<file path="src/rtl/wb_cmd_engine.sv">
// -----------------------------------------------------------------------------
// wb_cmd_engine
//
// Queued Wishbone master. Commands (WRITE, READ, IRQ_READ) are pushed into a
// command FIFO and executed one at a time on the Wishbone master port. Each
// bus access has an ack timeout. Every command yields exactly one entry in a
// first-word-fall-through response FIFO. That entry carries the read data,
// the timeout flag and a NAK flag decoded from the status byte of an
// IRQ_READ.
//
// Ports:
//   clk_i, rst_i            clock, synchronous active-high reset
//   cmd_valid_i/ready_o     command handshake (ready = command FIFO not full)
//   cmd_op_i                0=WRITE 1=READ 2=IRQ_READ 3=READ
//   cmd_adr_i, cmd_dat_i    command address / write data
//   rsp_valid_o/ready_i     response handshake (head shown combinationally)
//   rsp_dat_o/err_o/nak_o   response payload
//   busy_o                  engine active or commands still queued
//   irq_i                   level interrupt awaited by IRQ_READ
//   cyc_o stb_o we_o adr_o dat_o ack_i dat_i   Wishbone master port
// -----------------------------------------------------------------------------
module wb_cmd_engine #(
  parameter int                    ADDR_WIDTH  = 2,
  parameter int                    DATA_WIDTH  = 8,
  parameter int                    CMD_DEPTH   = 8,
  parameter int                    RSP_DEPTH   = 8,
  parameter int                    ACK_TIMEOUT = 255,
  parameter logic [ADDR_WIDTH-1:0] IRQ_RD_ADDR = 2'd2,
  parameter logic [DATA_WIDTH-1:0] NAK_MASK    = 8'h40
) (
  input  logic                  clk_i,
  input  logic                  rst_i,
  input  logic                  cmd_valid_i,
  output logic                  cmd_ready_o,
  input  logic [1:0]            cmd_op_i,
  input  logic [ADDR_WIDTH-1:0] cmd_adr_i,
  input  logic [DATA_WIDTH-1:0] cmd_dat_i,
  output logic                  rsp_valid_o,
  input  logic                  rsp_ready_i,
  output logic [DATA_WIDTH-1:0] rsp_dat_o,
  output logic                  rsp_err_o,
  output logic                  rsp_nak_o,
  output logic                  busy_o,
  input  logic                  irq_i,
  output logic                  cyc_o,
  output logic                  stb_o,
  output logic                  we_o,
  output logic [ADDR_WIDTH-1:0] adr_o,
  output logic [DATA_WIDTH-1:0] dat_o,
  input  logic                  ack_i,
  input  logic [DATA_WIDTH-1:0] dat_i
);

  localparam int CAW = $clog2(CMD_DEPTH);
  localparam int RAW = $clog2(RSP_DEPTH);
  localparam int TW  = $clog2(ACK_TIMEOUT + 1);
  localparam int RW  = DATA_WIDTH + 2;

  // Counter value on the last BUS cycle allowed without an ack.
  localparam logic [TW-1:0]  TO_LAST  = TW'(ACK_TIMEOUT - 1);
  localparam logic [TW-1:0]  TO_ONE   = TW'(1);
  localparam logic [CAW:0]   CPTR_ONE = (CAW + 1)'(1);
  localparam logic [RAW:0]   RPTR_ONE = (RAW + 1)'(1);
  localparam logic [1:0]     OP_WRITE = 2'd0;
  localparam logic [1:0]     OP_IRQ   = 2'd2;

  typedef enum logic [2:0] {
    ST_IDLE     = 3'd0,
    ST_WAIT_IRQ = 3'd1,
    ST_BUS      = 3'd2,
    ST_GAP      = 3'd3,
    ST_RESP     = 3'd4
  } state_t;

  state_t state, state_next;

  // Command FIFO storage and pointers (extra MSB distinguishes full/empty).
  logic [1:0]            cmd_op_mem  [CMD_DEPTH];
  logic [ADDR_WIDTH-1:0] cmd_adr_mem [CMD_DEPTH];
  logic [DATA_WIDTH-1:0] cmd_dat_mem [CMD_DEPTH];
  logic [CAW:0]          cmd_wr_ptr, cmd_rd_ptr;
  logic                  cmd_empty, cmd_full, cmd_push, cmd_pop;
  logic [1:0]            head_op;
  logic [ADDR_WIDTH-1:0] head_adr;
  logic [DATA_WIDTH-1:0] head_dat;

  // Response FIFO storage and pointers; entry is {dat, err, nak}.
  logic [RW-1:0]         rsp_mem [RSP_DEPTH];
  logic [RAW:0]          rsp_wr_ptr, rsp_rd_ptr;
  logic                  rsp_empty, rsp_full, rsp_push, rsp_pop;
  logic [RW-1:0]         rsp_head;

  // Bus and result registers with their next-state values.
  logic                  bus_cyc, bus_cyc_next;
  logic                  bus_we, bus_we_next;
  logic [ADDR_WIDTH-1:0] bus_adr, bus_adr_next;
  logic [DATA_WIDTH-1:0] bus_dat, bus_dat_next;
  logic [TW-1:0]         to_cnt, to_cnt_next;
  logic                  cur_irq, cur_irq_next;
  logic [DATA_WIDTH-1:0] res_dat, res_dat_next;
  logic                  res_err, res_err_next;
  logic                  res_nak, res_nak_next;

  assign cmd_empty = (cmd_wr_ptr == cmd_rd_ptr);
  assign cmd_full  = (cmd_wr_ptr[CAW] != cmd_rd_ptr[CAW]) &&
                     (cmd_wr_ptr[CAW-1:0] == cmd_rd_ptr[CAW-1:0]);
  assign rsp_empty = (rsp_wr_ptr == rsp_rd_ptr);
  assign rsp_full  = (rsp_wr_ptr[RAW] != rsp_rd_ptr[RAW]) &&
                     (rsp_wr_ptr[RAW-1:0] == rsp_rd_ptr[RAW-1:0]);

  // Readiness reflects occupancy at the start of the cycle, so a pop in the
  // same cycle does not open a slot until the next one.
  assign cmd_ready_o = !cmd_full;
  assign cmd_push    = cmd_valid_i && !cmd_full;
  assign rsp_valid_o = !rsp_empty;
  assign rsp_pop     = !rsp_empty && rsp_ready_i;
  assign busy_o      = (state != ST_IDLE) || !cmd_empty;

  assign head_op  = cmd_op_mem[cmd_rd_ptr[CAW-1:0]];
  assign head_adr = cmd_adr_mem[cmd_rd_ptr[CAW-1:0]];
  assign head_dat = cmd_dat_mem[cmd_rd_ptr[CAW-1:0]];
  assign rsp_head = rsp_mem[rsp_rd_ptr[RAW-1:0]];

  assign cyc_o = bus_cyc;
  assign stb_o = bus_cyc;
  assign we_o  = bus_we;
  assign adr_o = bus_adr;
  assign dat_o = bus_dat;

  // Response head presented combinationally; forced to zero while empty.
  always_comb begin
    if (rsp_empty) begin
      rsp_dat_o = {DATA_WIDTH{1'b0}};
      rsp_err_o = 1'b0;
      rsp_nak_o = 1'b0;
    end else begin
      rsp_dat_o = rsp_head[RW-1:2];
      rsp_err_o = rsp_head[1];
      rsp_nak_o = rsp_head[0];
    end
  end

  // Next-state and bus/result next values for the command sequencer.
  always_comb begin
    state_next   = state;
    cmd_pop      = 1'b0;
    rsp_push     = 1'b0;
    bus_cyc_next = bus_cyc;
    bus_we_next  = bus_we;
    bus_adr_next = bus_adr;
    bus_dat_next = bus_dat;
    to_cnt_next  = to_cnt;
    cur_irq_next = cur_irq;
    res_dat_next = res_dat;
    res_err_next = res_err;
    res_nak_next = res_nak;

    case (state)
      ST_IDLE: begin
        // Popping only with response space guarantees RESP can always push,
        // since nothing else fills the response FIFO while a command is
        // in flight.
        if (!cmd_empty && !rsp_full) begin
          cmd_pop      = 1'b1;
          to_cnt_next  = {TW{1'b0}};
          res_dat_next = {DATA_WIDTH{1'b0}};
          res_err_next = 1'b0;
          res_nak_next = 1'b0;
          cur_irq_next = (head_op == OP_IRQ);
          if (head_op == OP_IRQ) begin
            state_next = ST_WAIT_IRQ;
          end else begin
            state_next   = ST_BUS;
            bus_cyc_next = 1'b1;
            bus_we_next  = (head_op == OP_WRITE);
            bus_adr_next = head_adr;
            bus_dat_next = head_dat;
          end
        end else begin
          state_next = ST_IDLE;
        end
      end

      ST_WAIT_IRQ: begin
        if (irq_i) begin
          state_next   = ST_BUS;
          bus_cyc_next = 1'b1;
          bus_we_next  = 1'b0;
          bus_adr_next = IRQ_RD_ADDR;
          bus_dat_next = {DATA_WIDTH{1'b0}};
          to_cnt_next  = {TW{1'b0}};
        end else begin
          state_next = ST_WAIT_IRQ;
        end
      end

      ST_BUS: begin
        if (ack_i) begin
          state_next   = ST_GAP;
          bus_cyc_next = 1'b0;
          bus_we_next  = 1'b0;
          if (bus_we) begin
            res_dat_next = {DATA_WIDTH{1'b0}};
            res_nak_next = 1'b0;
          end else begin
            res_dat_next = dat_i;
            res_nak_next = cur_irq && ((dat_i & NAK_MASK) != {DATA_WIDTH{1'b0}});
          end
        end else if (to_cnt == TO_LAST) begin
          // This cycle completes ACK_TIMEOUT cycles without an ack.
          state_next   = ST_GAP;
          bus_cyc_next = 1'b0;
          bus_we_next  = 1'b0;
          res_err_next = 1'b1;
          res_dat_next = {DATA_WIDTH{1'b0}};
          res_nak_next = 1'b0;
        end else begin
          to_cnt_next = to_cnt + TO_ONE;
        end
      end

      ST_GAP: begin
        state_next = ST_RESP;
      end

      ST_RESP: begin
        rsp_push   = 1'b1;
        state_next = ST_IDLE;
      end

      default: begin
        state_next   = ST_IDLE;
        bus_cyc_next = 1'b0;
        bus_we_next  = 1'b0;
      end
    endcase
  end

  // FSM state register.
  always_ff @(posedge clk_i) begin
    if (rst_i) begin
      state <= ST_IDLE;
    end else begin
      state <= state_next;
    end
  end

  // Registered bus outputs, timeout counter and result of the current command.
  always_ff @(posedge clk_i) begin
    if (rst_i) begin
      bus_cyc <= 1'b0;
      bus_we  <= 1'b0;
      bus_adr <= {ADDR_WIDTH{1'b0}};
      bus_dat <= {DATA_WIDTH{1'b0}};
      to_cnt  <= {TW{1'b0}};
      cur_irq <= 1'b0;
      res_dat <= {DATA_WIDTH{1'b0}};
      res_err <= 1'b0;
      res_nak <= 1'b0;
    end else begin
      bus_cyc <= bus_cyc_next;
      bus_we  <= bus_we_next;
      bus_adr <= bus_adr_next;
      bus_dat <= bus_dat_next;
      to_cnt  <= to_cnt_next;
      cur_irq <= cur_irq_next;
      res_dat <= res_dat_next;
      res_err <= res_err_next;
      res_nak <= res_nak_next;
    end
  end

  // FIFO pointers; reset empties both queues and drops any in-flight command.
  always_ff @(posedge clk_i) begin
    if (rst_i) begin
      cmd_wr_ptr <= {(CAW + 1){1'b0}};
      cmd_rd_ptr <= {(CAW + 1){1'b0}};
      rsp_wr_ptr <= {(RAW + 1){1'b0}};
      rsp_rd_ptr <= {(RAW + 1){1'b0}};
    end else begin
      if (cmd_push) begin
        cmd_wr_ptr <= cmd_wr_ptr + CPTR_ONE;
      end
      if (cmd_pop) begin
        cmd_rd_ptr <= cmd_rd_ptr + CPTR_ONE;
      end
      if (rsp_push) begin
        rsp_wr_ptr <= rsp_wr_ptr + RPTR_ONE;
      end
      if (rsp_pop) begin
        rsp_rd_ptr <= rsp_rd_ptr + RPTR_ONE;
      end
    end
  end

  // FIFO storage writes; contents need no reset because the pointers gate use.
  always_ff @(posedge clk_i) begin
    if (cmd_push) begin
      cmd_op_mem[cmd_wr_ptr[CAW-1:0]]  <= cmd_op_i;
      cmd_adr_mem[cmd_wr_ptr[CAW-1:0]] <= cmd_adr_i;
      cmd_dat_mem[cmd_wr_ptr[CAW-1:0]] <= cmd_dat_i;
    end
    if (rsp_push) begin
      rsp_mem[rsp_wr_ptr[RAW-1:0]] <= {res_dat, res_err, res_nak};
    end
  end

endmodule

</file>
<file path="config.mk">
export PLATFORM = sky130hd
export DESIGN_NAME = wb_cmd_engine
export DESIGN_NICKNAME = d
export VERILOG_FILES = /design/src/rtl/wb_cmd_engine.sv
export SDC_FILE = /design/constraint.sdc
export NUM_CORES = 1
export LEC_CHECK = 0
export CAP_MARGIN = 5
export CORE_MARGIN = 1
export CORE_UTILIZATION = 53
export DETAILED_ROUTE_END_ITERATION = 10
export PLACE_DENSITY = 0.81
export SLEW_MARGIN = 20
export SYNTH_ARGS = -nofsm -noshare
export SYNTH_HDL_FRONTEND = slang
export SYNTH_SLANG_ARGS = --single-unit
export TNS_END_PERCENT = 50
</file>
<file path="constraint.sdc">
create_clock -name clk_i -period 2.54 [get_ports clk_i]
set_clock_uncertainty 0.1 [all_clocks]
set_input_delay 0.381 -clock clk_i [delete_from_list [all_inputs] [get_ports clk_i]]
set_output_delay 0.381 -clock clk_i [all_outputs]
set_load 0.01 [all_outputs]
</file>
==> flow_summary.yaml <==
timing:
  worstMarginPinSlew_ps: 485.4
  setup_viol: 3
  slew_viol_final: 0
  max_freq_ghz: 0.3899
  fin_crit_sh_pct: 101.0
  grt_setup_unrepaired: "yes"
  relSlewSlack_pct: 67.21
  min_period_ps: 2565
  whs_ps: 337.6
  hold_viol_final: 0
  setup_ws_ps: -24.77
finish:
  multi_input_area_mm2: 0.002730
  stdcell_count: 899
  drive_gt1_share_pct: 23.12
  fin_util_pct: 65.41
  seqCellArea_mm2: 0.006424
  synthToLayoutAreaGrowth_pct: 19.13
  antenna_cells: 0
  nFillCells: 1153
  layout.nets: 694
flow_run:
  maxCapViolations: 0
logic_synthesis:
  syn_area_mm2: 0.009234
  yosysTopAreaCell: "edfxtp_1"
  synth_edf_count: 176
  synthDistinctLibCells: 46
  async_flop_share_pct: 0
  synthTopCellsByArea: "edfxtp_1, dfxtp_1, mux4_2, mux2i_1, nand2_1"
  syn_inst: 575
  synthFlopType: "edfxtp_1"
  syn_avg_cell_area_um2: 16.06
  ys_warn_count: 0
  synth_nets: 607
  netlist.area_leader.share_pct: 57.24
  ys_ff_latch: 232
  synth-seq-area-share_pct: 69.38
run_status:
  violations: "negative setup slack"
  status: "finished, violations left"
placed_design:
  dp_hpwl_mm: 11.55
  io_buffer_count: 51
  gp_congestion: 0.7908
  placed_cells: 849
global_route:
  grt_pass1_wl_mm: 29.36
  grtUsageMet2_pct: 38.31
  antenna_found_initial: 0
  gr-total-overflow: 0
  grt_usage_pct: 21.71
  grt.busiest_layer: "met2"
  grtUsageMet1_pct: 27.67
  grt_max_degree: 26
  globalRouteMet3Util_pct: 3.137
  grt_pass1_vias: 5436
die:
  die_w_um: 134.0
  rows: 47
  die_y_um: 134.0
  ioPinCount: 52
  core_region_area_mm2: 0.01682
  dieArea_mm2: 0.01795
  start_util_pct: 54.90
worst_hold_path:
  hold_class: "in -> reg"
worst_setup_path:
  crit_buf_inv: 3
  slowest_stage: "mux4_2"
  arrival_ps: 2080
  path_delay_family: "multiplexers"
  cp_cell_sequence: "clkbuf_16 > buf_4 > mux4_2 > mux2i_1 > nor2_1 > buf_2"
  required_ps: 2060
  cp-end-kind: "output port"
  max_stage_delay_ps: 490
  cp_max_fo: 5
  start_kind: "flip-flop"
  path_class: "reg -> out"
clock_tree:
  hold_buffers: 0
  cts_buffers: 23
  clockBufferDepth: 3
  tritoncts: "built"
  cts_sinks: 232
  clk_pin_slew_ps: 60
  cts-root-buf: "clkbuf_16"
  clk_latency_ps: 510
  h-tree-depth: 1
detailed_routing:
  drt-initial-drc-count: 437
  avgViaCountPerCell: 5.846
  drc_errors: 0
  vias: 5256
  drtPass1Iterations: 5
  ant_nets: 0
  avgRoutedWirePerCell_um: 21.09
  totalWireLength_mm: 18.96
pwr:
  power_density_mw_per_mm2: 880.1
  peakVddDrop_uv: 697.5
  p_leak_nw: 3.695
[placed cells by master, fill, tap and decap left out, types with 6 or more instances in the layout]
master,netlist,layout
xor2_1,10,10
clkdlybuf4s50_1,0,40
a21oi_1,25,25
o21ai_0,13,13
nor3_1,9,8
clkbuf_16,0,25
ha_1,6,6
nand2b_1,12,12
mux2i_1,26,26
a311oi_1,6,6
mux4_2,44,44
mux2_2,11,11
dfxtp_1,56,48
inv_1,7,6
nand3_1,9,9
nand2_1,47,47
nor2_1,44,43
edfxtp_1,176,176
buf_4,1,35
clkbuf_2,0,6
[metal layers]
layer	vias up	part of all wire (%)
met3	41	5.3
met5	-	0
met1	2665	40
met2	158	52
li1	2392	-
met4	0	2.2
[where the power goes]
group	internal, mW	switching (mW)	total (mW)
clock network	1.87	1.36	3.23
registers	4.29	0.186	4.47
logic	0.964	1.01	1.98
total	7.13	2.56	9.68
[path summary, 6_finish.rpt]
kind              slack (ps)  startpoint  cells after the start            to
setup / recovery         -20   flip-flop                      6  rsp_dat_o[6]
hold / removal           340    dat_i[2]                      3    res_dat[2]
hold reg to reg          370    dat_o[5]                      2      dat_o[5]
setup reg to reg         210   flip-flop                      5         cyc_o
[stage by stage]
stage / worst slack, ps / power, mW / TNS [ps] / area (um^2)
global placement: 183.4 / 6.384 / 0 / 10140
detailed placement: 150.2 / 6.444 / 0 / 10140
finish: -24.77 / 9.682 / -50.41 / 11000
CTS: -17.85 / 9.705 / -39.59 / 10930
global route: -71.81 / 10.04 / -174.4 / 11000
floorplan: 31.47 / 5.784 / 0 / 9239
[worst register-to-register path: stages (launching register included)]
cell	delay, ps
dfxtp_1	500
mux4_2	560
mux2_2	310
a31oi_2	200
nand3b_2	310
o22ai_1	260
[cells by family after synthesis]
logic type | count (synthesis) | synth area share, %
AND/OR/NAND/NOR | 146 | 7.575
AO/OA/AOI/OAI | 57 | 3.903
XOR/XNOR | 18 | 1.707
buffers and inverters | 35 | 1.734
multiplexers | 81 | 14.89
flip-flops | 232 | 69.38
adder cells (fa/ha/maj) | 6 | 0.8130
[cell type report]
type | instances | share of cell area (%)
flip-flops and latches | 232 | 58.39
multi-input cells | 308 | 24.82
repair buffers | 90 | 7.541
clock buffers | 28 | 5.403
well taps | 220 | 2.502
clock inverters | 14 | 1.103
inverters | 7 | 0.2389
[Yosys cell counts (all sizes together) (6+ instances only)]
master,count
nor2,44
buf,15
a311oi,6
a21oi,25
o21ai,13
ha,6
nand3,9
mux2i,26
dfxtp,56
nor3,10
mux2,11
edfxtp,176
inv,7
nand2,47
mux4,44
xnor2,8
nand2b,12
xor2,10
clkbuf,13
[flip-flops by register name (all words and copies together) (netlist names), named ones only]
name	cells
rsp_mem	80
cmd_dat_mem	64
cmd_adr_mem	16
cmd_op_mem	16
dat_o	8
res_dat	8
to_cnt	8
cmd_rd_ptr	4
cmd_wr_ptr	4
rsp_rd_ptr	4
rsp_wr_ptr	4
state	3
adr_o	2
cur_irq	1
cyc_o	1
res_err	1
res_nak	1
we_o	1
[timing repair]
| item | CTS | global route |
|---|---|---|
| buffers inserted | 1 | 4 |
| pin swaps | 1 | 2 |
| setup endpoints to repair | 12 | 9 |
| gates resized for setup | 45 | 12 |
| gates cloned | 1 | 2 |
(Power assumes the default switching activity.)
